`src/rtl/shift_add_mult_pkg.sv`:
```
// Shared definitions for the shift-and-add multiplier.
//   MULT_WIDTH  : operand width (fixed at 4 to match the adder stage)
//   PROD_WIDTH  : product width
//   STEP_COUNT  : number of shift-and-add iterations per operation
//   CNT_WIDTH   : width of the step counter
//   state_e     : controller states
package shift_add_mult_pkg;

  localparam int unsigned MULT_WIDTH = 4;
  localparam int unsigned PROD_WIDTH = 2 * MULT_WIDTH;
  localparam int unsigned STEP_COUNT = MULT_WIDTH;
  localparam int unsigned CNT_WIDTH  = $clog2(STEP_COUNT);

  typedef enum logic [1:0] {
    StIdle = 2'd0,
    StRun  = 2'd1,
    StDone = 2'd2
  } state_e;

endpackage

```
`src/rtl/rcadder.sv`:
```
// Ripple-carry adder, the team's basic add stage.
// Ports:
//   i_a, i_b : addends
//   i_cin    : carry in
//   o_sum    : sum bits
//   o_cout   : carry out of the top bit
module rcadder #(
  parameter int unsigned WIDTH = 4
) (
  input  logic [WIDTH-1:0] i_a,
  input  logic [WIDTH-1:0] i_b,
  input  logic             i_cin,
  output logic [WIDTH-1:0] o_sum,
  output logic             o_cout
);

  // A scalar carry walks the chain so no vector feeds back on itself.
  logic w_carry;

  always_comb begin
    o_sum   = '0;
    w_carry = i_cin;
    for (int i = 0; i < int'(WIDTH); i++) begin
      o_sum[i] = i_a[i] ^ i_b[i] ^ w_carry;
      w_carry  = (i_a[i] & i_b[i]) | (w_carry & (i_a[i] ^ i_b[i]));
    end
    o_cout = w_carry;
  end

endmodule

```
`src/rtl/shift_add_mult.sv`:
```
// Sequential unsigned multiplier: one shift-and-add step per cycle using rcadder.
// A start pulse in idle captures the operands; after four steps the product is
// registered and done pulses for one cycle.
// Ports:
//   clk       : clock, rising edge
//   rst_n     : asynchronous active-low reset
//   i_start   : request, only sampled while idle
//   i_a       : multiplicand
//   i_b       : multiplier
//   o_busy    : high while running and during the done cycle
//   o_done    : one-cycle completion pulse
//   o_product : registered product, held until the next completion
// Build option:
//   MULT_ZERO_SKIP_EN : a zero operand skips straight to done with product 0.
module shift_add_mult
  import shift_add_mult_pkg::*;
#(
  // Only 4 is supported; it must match the adder stage.
  parameter int unsigned WIDTH = MULT_WIDTH
) (
  input  logic               clk,
  input  logic               rst_n,
  input  logic               i_start,
  input  logic [WIDTH-1:0]   i_a,
  input  logic [WIDTH-1:0]   i_b,
  output logic               o_busy,
  output logic               o_done,
  output logic [2*WIDTH-1:0] o_product
);

  state_e               r_state;
  state_e               w_state_nxt;
  logic [WIDTH-1:0]     r_m;
  logic [WIDTH-1:0]     r_acc;
  logic [WIDTH-1:0]     r_q;
  logic [CNT_WIDTH-1:0] r_cnt;
  logic [2*WIDTH-1:0]   r_product;

  logic [WIDTH-1:0]     w_sum;
  logic                 w_cout;
  logic [WIDTH-1:0]     w_acc_nxt;
  logic [WIDTH-1:0]     w_q_nxt;
  logic                 w_last;
  logic                 w_zero_op;

  // Add stage: acc + m, carry in tied low.
  rcadder #(
    .WIDTH (WIDTH)
  ) u_add (
    .i_a    (r_acc),
    .i_b    (r_m),
    .i_cin  (1'b0),
    .o_sum  (w_sum),
    .o_cout (w_cout)
  );

  // One step: add when the multiplier LSB is set, then shift {carry, acc, q} right.
  // The carry lands in acc's MSB, so the result never overflows.
  always_comb begin
    w_acc_nxt = r_acc;
    w_q_nxt   = r_q;
    if (r_q[0]) begin
      {w_acc_nxt, w_q_nxt} = {w_cout, w_sum, r_q[WIDTH-1:1]};
    end else begin
      {w_acc_nxt, w_q_nxt} = {1'b0, r_acc, r_q[WIDTH-1:1]};
    end
  end

  assign w_last    = (r_cnt == CNT_WIDTH'(STEP_COUNT - 1));
  assign w_zero_op = (i_a == '0) || (i_b == '0);

  // State register.
  always_ff @(posedge clk or negedge rst_n) begin
    if (!rst_n) begin
      r_state <= StIdle;
    end else begin
      r_state <= w_state_nxt;
    end
  end

  // Next state and Moore outputs.
  always_comb begin
    w_state_nxt = r_state;
    o_busy      = 1'b0;
    o_done      = 1'b0;
    unique case (r_state)
      StIdle: begin
        if (i_start) begin
`ifdef MULT_ZERO_SKIP_EN
          w_state_nxt = w_zero_op ? StDone : StRun;
`else
          w_state_nxt = StRun;
`endif
        end
      end
      StRun: begin
        o_busy = 1'b1;
        if (w_last) begin
          w_state_nxt = StDone;
        end
      end
      StDone: begin
        o_busy      = 1'b1;
        o_done      = 1'b1;
        w_state_nxt = StIdle;
      end
      default: begin
        w_state_nxt = StIdle;
      end
    endcase
  end

  // Datapath registers.
  always_ff @(posedge clk or negedge rst_n) begin
    if (!rst_n) begin
      r_m       <= '0;
      r_acc     <= '0;
      r_q       <= '0;
      r_cnt     <= '0;
      r_product <= '0;
    end else begin
      unique case (r_state)
        StIdle: begin
          if (i_start) begin
            r_m   <= i_a;
            r_q   <= i_b;
            r_acc <= '0;
            r_cnt <= '0;
`ifdef MULT_ZERO_SKIP_EN
            if (w_zero_op) begin
              r_product <= '0;
            end
`endif
          end
        end
        StRun: begin
          r_acc <= w_acc_nxt;
          r_q   <= w_q_nxt;
          r_cnt <= r_cnt + CNT_WIDTH'(1);
          if (w_last) begin
            r_product <= {w_acc_nxt, w_q_nxt};
          end
        end
        default: ;
      endcase
    end
  end

`ifndef MULT_ZERO_SKIP_EN
  // Only consumed by the zero-skip path.
  logic w_unused_zero;
  assign w_unused_zero = w_zero_op;
`endif

  assign o_product = r_product;

endmodule

```
`config.mk`:
```
export PLATFORM = sky130hd
export DESIGN_NAME = shift_add_mult
export DESIGN_NICKNAME = d
export VERILOG_FILES = /design/src/rtl/shift_add_mult_pkg.sv /design/src/rtl/rcadder.sv /design/src/rtl/shift_add_mult.sv
export SDC_FILE = /design/constraint.sdc
export NUM_CORES = 1
export LEC_CHECK = 0
export BUFFER_PORTS_ARGS = -buffer_cell sky130_fd_sc_hd__buf_2
export CELL_PAD_IN_SITES_DETAIL_PLACEMENT = 1
export CELL_PAD_IN_SITES_GLOBAL_PLACEMENT = 1
export CORE_UTILIZATION = 46
export DETAILED_ROUTE_END_ITERATION = 10
export PLACE_DENSITY = 0.84
export SLEW_MARGIN = 10
export SYNTH_ARGS = -nofsm -noshare
export SYNTH_HDL_FRONTEND = slang
export SYNTH_SLANG_ARGS = --single-unit
```
`constraint.sdc`:
```
create_clock -name clk -period 4.55 [get_ports clk]
set_input_delay 0 -clock clk [delete_from_list [all_inputs] [get_ports clk]]
set_output_delay 0 -clock clk [all_outputs]
set_load 0.05 [all_outputs]
```
# Yosys cells after proc, flatten, opt, wreduce, memory -nomap -nowiden
# Cells that the tools add are included.
[classes] n_addsub=1 multipliers=0 div_mod_pow=0 order_cmp=0 n_eq_ne=5 shifts=0 mux=13 bitwise_logic=17 n_reduce_logical=7
[op_table] cell="4-bit two-way mux" n=4
[op_table] cell="4-bit case mux with 2 select lines" n=2
[op_table] cell="2-bit case mux with 2 select lines" n=2
[op_table] cell="2-bit AND reduction" n=4
[op_table] cell="1-bit AND" n=7
[op_table] cell="1-bit XOR" n=7
[op_table] cell="2-bit two-way mux" n=3
[op_table] cell="2-bit == test (second input constant)" n=2
[op_table] cell="2-bit != test (second input constant)" n=2
[op_table] cell="1-bit bitwise OR" n=3
[op_table] cell="2-bit by 1-bit adder with 2-bit output (second input constant)" n=1
[op_table] cell="2-bit by 1-bit == test with 1-bit output (second input constant)" n=1
[op_table] cell="2-bit logical NOT" n=1
[op_table] cell="1-bit two-way mux" n=2
[op_table] cell="2-bit nonzero test" n=1
[op_table] cell="2-bit OR reduction" n=1
[totals] regBits=24 latch_bits=0 mem_bits_rw=0 rom_bits=0 output_inout_bits=10 n_memories=0

# Logic depth before layout (Yosys ltp)
# Gate-level depths: netlist (run 1).
[depth] ltp_word=9 depth_mapped=8

# Hierarchy
# Synthesis (run 1) repeated with hierarchy kept, for this count alone.
[unflattened] hier_cells=106 hier_area_um2=1188.6
[modules_own_cells] module="shift_add_mult" instances=1 cells_each=92 area_each_um2=1071.0 seq_area_each_um2=600.6
[modules_own_cells] module="rcadder" instances=1 cells_each=14 area_each_um2=117.6 seq_area_each_um2=0.0

# Worst setup path after synthesis (run 1)
# Ideal clock, no wire load.
[synth_path] path_kind="register -> register" start="register r_acc[0]" end="register r_product[6] (netlist: o_product[6])" setup_ps=128 arrival_time_ps=1798 required_time_ps=4422 setup_slack_ps=2624 stages_incl_launch_ff=9 path_buffers=0 synth_period_minus_slack_ps=1926 cell_sequence="dfrtp_1 ha_1 inv_1 fa_1 inv_1 fa_1 fa_1 mux2i_1 o21ai_0"
[synth_between] elab_chain_cells=7
[synth_lines] item="start, declared" line="shift_add_mult.sv:34" rtl="logic [WIDTH-1:0] r_acc;"
[synth_lines] item="start signal, assigned" line="shift_add_mult.sv:137" rtl="r_acc <= w_acc_nxt;"
[synth_lines] item="1-bit AND (2 in a row)" line="rcadder.sv:25" rtl="w_carry = (i_a[i] & i_b[i]) | (w_carry & (i_a[i] ^ i_b[i]));"
[synth_lines] item="1-bit bitwise OR" line="rcadder.sv:25"
[synth_lines] item="1-bit AND" line="rcadder.sv:25"
[synth_lines] item="1-bit bitwise OR" line="rcadder.sv:25"
[synth_lines] item="1-bit XOR" line="rcadder.sv:24" rtl="o_sum[i] = i_a[i] ^ i_b[i] ^ w_carry;"
[synth_lines] item="4-bit two-way mux" line="shift_add_mult.sv:62" rtl="if (r_q[0]) begin"
[synth_lines] item="end signal, assigned" line="shift_add_mult.sv:141" rtl="r_product <= {w_acc_nxt, w_q_nxt};"
[synth_lines] item="end, declared" line="shift_add_mult.sv:37" rtl="logic [2*WIDTH-1:0] r_product;"
# No other way between the ends.
# A chain may end at the register's enable or synchronous reset.

# Worst setup path in the final report (run 1)
[layout_path] start="register r_acc[0]" end="register r_acc[2]"
[layout_between] elab_chain_cells=8
[layout_lines] item="1-bit AND (2 in a row)" line="rcadder.sv:25"
[layout_lines] item="1-bit bitwise OR" line="rcadder.sv:25"
[layout_lines] item="1-bit AND" line="rcadder.sv:25"
[layout_lines] item="1-bit bitwise OR" line="rcadder.sv:25"
[layout_lines] item="1-bit XOR" line="rcadder.sv:24"
[layout_lines] item="4-bit two-way mux" line="shift_add_mult.sv:62"
[layout_lines] item="4-bit case mux with 2 select lines" line="shift_add_mult.sv:122" rtl="unique case (r_state)"
# No other way between the ends.

==> reports/metrics.cfg, run 1 <==
[outcome]
status = completed

[synthesis]
syn_area_per_cell_um2 = 11.7
syn_nets = 118
yosys_warnings = 0
ys_ff_latch = 24
synth.distinct_cells = 19
yosysSeqAreaShare_pct = 51.9
synth.cell_area_um2 = 1160
synth_cells = 99

[global_routing]
grt_pass1_wl_mm = 4.22
grt_use_met1_pct = 27.4
use_met3_pct = 4.97
gr-usage-met2_pct = 35.7
gr-total-overflow = 0
grt_usage_pct = 22.0
antenna_found_initial = 0
grt_max_degree = 25
busiest_layer = met2
grt_pass1_vias = 886

[placed_design]
io_buffers = 20
postPlaceCellArea_um2 = 1250
gp_congestion = 0.756
dp.final_hpwl_mm = 1.73
post-place-ws_ps = 2430

[clock_network]
path_clk_slew_ps = 140
post_cts_resized = 0
insertion_delay_ps = 330
clockBufferDepth = 2
root_buffer = clkbuf_4
htree_num_levels = 1
cts_made_buffers = 3
cts_tree = yes
cts.sinks = 24

[layout]
multi_input_area_um2 = 488
drive_gt1_share_pct = 28.9
fillers = 263
final_util_pct = 60.8
regArea_um2 = 601
layout_commonest_cell = dfrtp_1
area_delta_synth_final_pct = 20.6
layout_common_cells = dfrtp_1, buf_2, nand2_1
final_area_um2 = 1400
fin_nets = 148
insertedDiodeCount = 0

[timing]
worst_slew_pin_slew_ps = 775
fin_ws_ps = 2420
skew_ps = 10.7
report.final.slew_viol_count = 0
grt_setup_unrepaired = no
setup-tns-final_ps = 0
setup_violations = 0
final.min_clock_period_ps = 2130
max_freq_mhz = 469
period_share_pct = 46.9
slew_headroom_pct = 47.3
hold_violations = 0

[critical_path]
cpLargestDelayFamily = adder cells
critical_path_buf_inv_count = 2
critPathLaunchType = flip-flop
critPathRequiredTime_ps = 4770
arrival_ps = 2350
worstPathCellList = ha_1 > inv_1 > fa_1 > inv_1 > fa_1 > fa_1 > mux2i_1 > o21ai_0
crit_path_frequent_cell = fa_1
endpoint_kind = flip-flop
max_stage_delay_ps = 440
crit_fanout = 3
slowest_stage = fa_1
worstSetupPathType = reg -> reg

[pwr]
power.density_nw_per_um2 = 763
vdd_drop_max_mv = 0.492
finalPower_mw = 1.07
leakagePower_nw = 0.692

[routing]
vias = 833
wl_per_cell_um = 15.4
viasPerCell = 5.34
ant_nets = 0
drc_errors = 0
drt_iter0_drc = 1
dr.pass1.iters = 2
drt_wl_total_mm = 2.40

[floorplanning]
die_area_um2 = 2720
io_pins = 21
die_h_um = 52.2
rows = 17
die_w_um = 52.2
start_util_pct = 50.4
coreArea_um2 = 2300

[min_path]
hold_path.class = in -> reg

[run]
max-cap-violations = 0

## registers in the layout (all words and copies together) (netlist names)
register and cells:
r_cnt 2, r_q 4, r_state 2, r_acc 4
r_m 4, o_product 8
## Yosys cell counts
| cell | number | area (µm²) |
|---|---|---|
| nand2_2 | 1 | 6.26 |
| mux2i_2 | 1 | 13.8 |
| nand2b_1 | 2 | 12.5 |
| mux2_2 | 8 | 90.1 |
| a21o_2 | 1 | 8.76 |
| o21ai_2 | 2 | 17.5 |
| nor2_1 | 1 | 3.75 |
| dfrtp_1 | 24 | 601 |
| a211oi_1 | 1 | 7.51 |
| fa_1 | 3 | 60.1 |
| mux2i_1 | 6 | 60.1 |
| a21oi_1 | 4 | 20.0 |
| nand2_1 | 16 | 60.1 |
| ha_1 | 5 | 62.6 |
| buf_2 | 1 | 5.00 |
| a32o_1 | 1 | 10.0 |
| buf_6 | 3 | 33.8 |
| o21ai_0 | 11 | 55.1 |
| inv_1 | 8 | 30.0 |
## layout make-up
| class | count | share of cell area [%] |
|---|---|---|
| clock inverter | 1 | 2.15 |
| multi-input combinational | 63 | 34.9 |
| sequential | 24 | 43.0 |
| tap | 28 | 2.51 |
| clock buffer | 3 | 1.61 |
| inverter | 8 | 2.15 |
| timing repair buffer | 29 | 13.6 |
## power breakdown
part	internal (mW)	total (mW)	switching [mW]
sequential	0.304	0.371	0.0676
combinational	0.185	0.536	0.351
clock	0.0892	0.158	0.0690
total	0.578	1.07	0.488
## through the flow
step                      hold slack (ps)  instances
after floorplan                      -296         99
after global placement               4.60        143
after detailed placement             12.6        143
after CTS                            95.6        156
after global routing                  125        156
final                                 100        156
## path summary, 6_finish.rpt
path / startpoint / endpoint / slack [ps] / cells past startpoint
min: i_b[3] / r_q[3] / 100 / 4
min reg2reg: o_product[5] / o_product[5] / 500 / 2
min in group asynchronous: rst_n / o_product[4] / 180 / 2
max: r_acc[0] / r_acc[2] / 2420 / 8
max in group asynchronous: rst_n / r_m[3] / 4000 / 2
max reg2reg: r_acc[0] / r_acc[2] / 2420 / 8
## tightest hold or removal path, cell delays in order
cell and delay [ps]:
buf_2 90, nor2_1 80, a211oi_1 60, a21o_2 180
## timing repair
action	4_1_cts	5_1_grt
hold buffers	9	0
hold endpoints to repair	32	0
setup buffers	0	0
## routing by layer
layer / share of wire [%] / up-vias / wire, µm
met5: 0 / - / 0
met4: 2.6 / 0 / 62
met3: 3.2 / 7 / 76
met2: 50 / 20 / 1210
met1: 44 / 418 / 1050
li1: - / 388 / -
## cell families (layout without fill, tap and decap cells)
family                   Yosys count  after routing  share of synthesized area, %
AO/OA/AOI/OAI                     20             20                          10.3
adder cells (fa/ha/maj)            8              8                          10.6
buffers and inverters             12             41                          5.95
flip-flops                        24             24                          51.9
multiplexers                      15             15                          14.2
AND/OR/NAND/NOR                   20             20                          7.14
Power figures use the tool's default switching activity.
==> run 2, diff against run 1 <==
--- a/config.mk
+++ b/config.mk
@@ -8,9 +8,9 @@
 export BUFFER_PORTS_ARGS = -buffer_cell sky130_fd_sc_hd__buf_2
 export CELL_PAD_IN_SITES_DETAIL_PLACEMENT = 1
 export CELL_PAD_IN_SITES_GLOBAL_PLACEMENT = 1
-export CORE_UTILIZATION = 46
+export CORE_UTILIZATION = 38
 export DETAILED_ROUTE_END_ITERATION = 10
-export PLACE_DENSITY = 0.84
+export PLACE_DENSITY = 0.75
 export SLEW_MARGIN = 10
 export SYNTH_ARGS = -nofsm -noshare
 export SYNTH_HDL_FRONTEND = slang
==> constraint.sdc (replaced) <==
create_clock -name clk -period 1.8 [get_ports clk]
set_input_delay 0 -clock clk [delete_from_list [all_inputs] [get_ports clk]]
set_output_delay 0 -clock clk [all_outputs]
set_load 0.05 [all_outputs]
==> run 2 against run 1 <==
  * Setup slack got worse by 2700 ps
  * Maximum frequency increased by 3.7%
  * Die area increased by 20%
  * Largest power group unchanged
  * Wire length increased by 2.0%
  * Via count decreased by 0.48%
  * Clock skew decreased by 6.7 ps
  * Critical endpoint unchanged
  * The run now ends with DRC, setup timing left
  * Clock-buffer cell count increased by 1
  * Worst hold slack improved by 44 ps
  * First-iteration DRC count increased to 13 times the previous value
  * Non-clock buffer count increased by 5
==> reports/metrics.cfg, run 2 (synthesized netlist as in run 1, its figures left out) <==
[floorplanning]
coreArea_um2 = 2830  ; +23%
io_pins = 21  ; unchanged
die_w_um = 57.2  ; +9.6%
start_util_pct = 40.9  ; -9.5 points
die_area_um2 = 3270  ; +20%
die_h_um = 57.2  ; +9.6%
rows = 19  ; +2

[critical_path]
arrival_ps = 2290  ; -60 ps
endpoint_kind = flip-flop
crit_fanout = 2  ; -1
critPathRequiredTime_ps = 2030  ; -2740 ps
critPathLaunchType = flip-flop
worstSetupPathType = reg -> reg
r2r_cells = 8  ; unchanged

[timing]
period_share_pct = 114  ; +67 points
fin_ws_ps = -257  ; -2670 ps
hold_slack_ps = 145  ; +44.2 ps
skew_ps = 4.00  ; -6.67 ps
slew_headroom_pct = 64.5  ; +17 points
worst_slew_pin_slew_ps = 532  ; -242 ps
final.min_clock_period_ps = 2060  ; -75.7 ps
setup_violations = 6  ; +6
report.final.slew_viol_count = 0  ; unchanged
grt_setup_unrepaired = yes
hold_violations = 0  ; unchanged
max_freq_mhz = 486  ; +3.7%

[routing]
ant_nets = 0  ; unchanged
wl_per_cell_um = 14.9  ; -3.0%
viasPerCell = 5.05  ; -5.3%
drt_iter0_drc = 13  ; +12
drc_errors = 7  ; +7
drt_wl_total_mm = 2.45  ; +2.0%
vias = 829  ; -0.48%
dr.pass1.iters = 7  ; +5

[global_routing]
gr-total-overflow = 0  ; unchanged
grt_usage_pct = 17.8  ; -4.2 points
grt_max_degree = 25  ; unchanged
grt_pass1_wl_mm = 4.29  ; +1.6%
grt_pass1_vias = 893  ; +0.79%
antenna_found_initial = 0  ; unchanged

[layout]
largest_reg_flops = 8  ; unchanged
fin_nets = 153  ; +3.4%
drive_gt1_share_pct = 37.6  ; +8.7 points
insertedDiodeCount = 0  ; unchanged
area_delta_synth_final_pct = 24.2
layoutNonFillerInstCount = 164  ; +5.1%
layout_common_cells = dfrtp_1, buf_2, nand2_1
layout_commonest_cell = dfrtp_1

[clock_network]
cts.sinks = 24  ; unchanged
path_clk_slew_ps = 140  ; about the same
cts_tree = yes
clockBufferDepth = 2  ; unchanged
htree_num_levels = 1  ; unchanged
cts_made_buffers = 3  ; unchanged
insertion_delay_ps = 320  ; about the same
root_buffer = clkbuf_4

[pwr]
switchingPower_mw = 1.27  ; +160%
comb_power_share_pct = 54.5  ; +4.2 points
p_sw_share_pct = 46.5  ; +0.73 points
power.density_nw_per_um2 = 1900  ; +150%
p_int_mw = 1.46  ; +150%
leakagePower_nw = 0.701  ; +1.3%
sequentialPowerShare_pct = 34.6  ; -0.3 points
vdd_drop_max_mv = 1.04  ; +110%
clkPwrFrac_pct = 10.9  ; -3.9 points

[outcome]
violations = DRC, setup timing
status = finished, violations left

[placed_design]
dp.final_hpwl_mm = 1.67  ; -3.6%
io_buffers = 20  ; unchanged
dp.cells = 149  ; +4.2%
gp_congestion = 0.724  ; -4.3%

[min_path]
hold_path.class = in -> reg
whs_path_depth = 4  ; unchanged

[run]
max-cap-violations = 0  ; unchanged

[run 2: cell types whose count changed in the layout (fill, tap and decap cells not counted), moves of 2 or more]
cell	delta
buf_4	+5
fa_1	-3
fa_2	+3
inv_1	-2
inv_2	+2
o21ai_0	-4
o21ai_1	+4
[run 2: final timing paths]
| check | start | end | slack [ps] |
|---|---|---|---|
| max in group asynchronous | rst_n | o_product[0] | 1280 |
| setup / recovery | r_m[0] | r_acc[2] | -260 |
| hold / removal | i_b[3] | r_q[3] | 140 |
| hold reg to reg | o_product[3] | o_product[3] | 490 |
| setup reg to reg | r_m[0] | r_acc[2] | -260 |
| min in group asynchronous | rst_n | o_product[7] | 160 |
[run 2: area by class of cell]
cell class	instances	area (µm²)
multi-input cells	63	504
well taps	31	38.8
flip-flops and latches	24	601
clock buffers	4	36.3
inverters	8	30.0
fillers	320	1390
repair buffers	34	228
[run 2: metal layers]
layer / part of all wire (%) / vias to the layer above / GRT usage [%]
met5: 0 / - / 0
met4: 1.7 / 0 / 7.32
met3: 2.3 / 5 / 2.04
met2: 51 / 17 / 32.1
met1: 45 / 410 / 21.6
li1: - / 397 / -
[run 2: timing repair]
action	CTS	global route
endpoints found under the setup margin	6	6
gates resized for setup	11	0
endpoints found under the hold margin	32	0
setup buffers	1	1
hold buffers	9	0
pin swaps	2	0
[run 2: power by group through the flow]
stage / combinational (mW) / sequential (mW) / clock, mW
floorplan: 0.902 / 1.16 / 0
global route: 1.63 / 0.977 / 0.329
CTS: 1.48 / 0.943 / 0.301
detailed placement: 1.41 / 0.952 / 0
finish: 1.49 / 0.945 / 0.296
global placement: 1.34 / 0.933 / 0
[run 2: metrics by stage]
| stage | instance area [µm²] | setup TNS, ps | power, mW | utilization [%] | worst slack (ps) |
|---|---|---|---|---|---|
| after floorplan | 1160 | -169 | 2.06 | - | -84.9 |
| after global placement | 1280 | -267 | 2.28 | 45.3 | -131 |
| after detailed placement | 1280 | -797 | 2.36 | 45.3 | -281 |
| after CTS | 1430 | -543 | 2.72 | 50.6 | -232 |
| after global routing | 1440 | -1160 | 2.93 | 50.8 | -357 |
| final | 1440 | -620 | 2.73 | 50.8 | -257 |
[run 2: critical path: stages, from the launching register on]
cell and delay (ps):
dfrtp_1 420, ha_2 200, inv_2 50, fa_2 190
inv_2 40, fa_2 330, fa_2 420, mux2i_2 210
o21ai_1 100
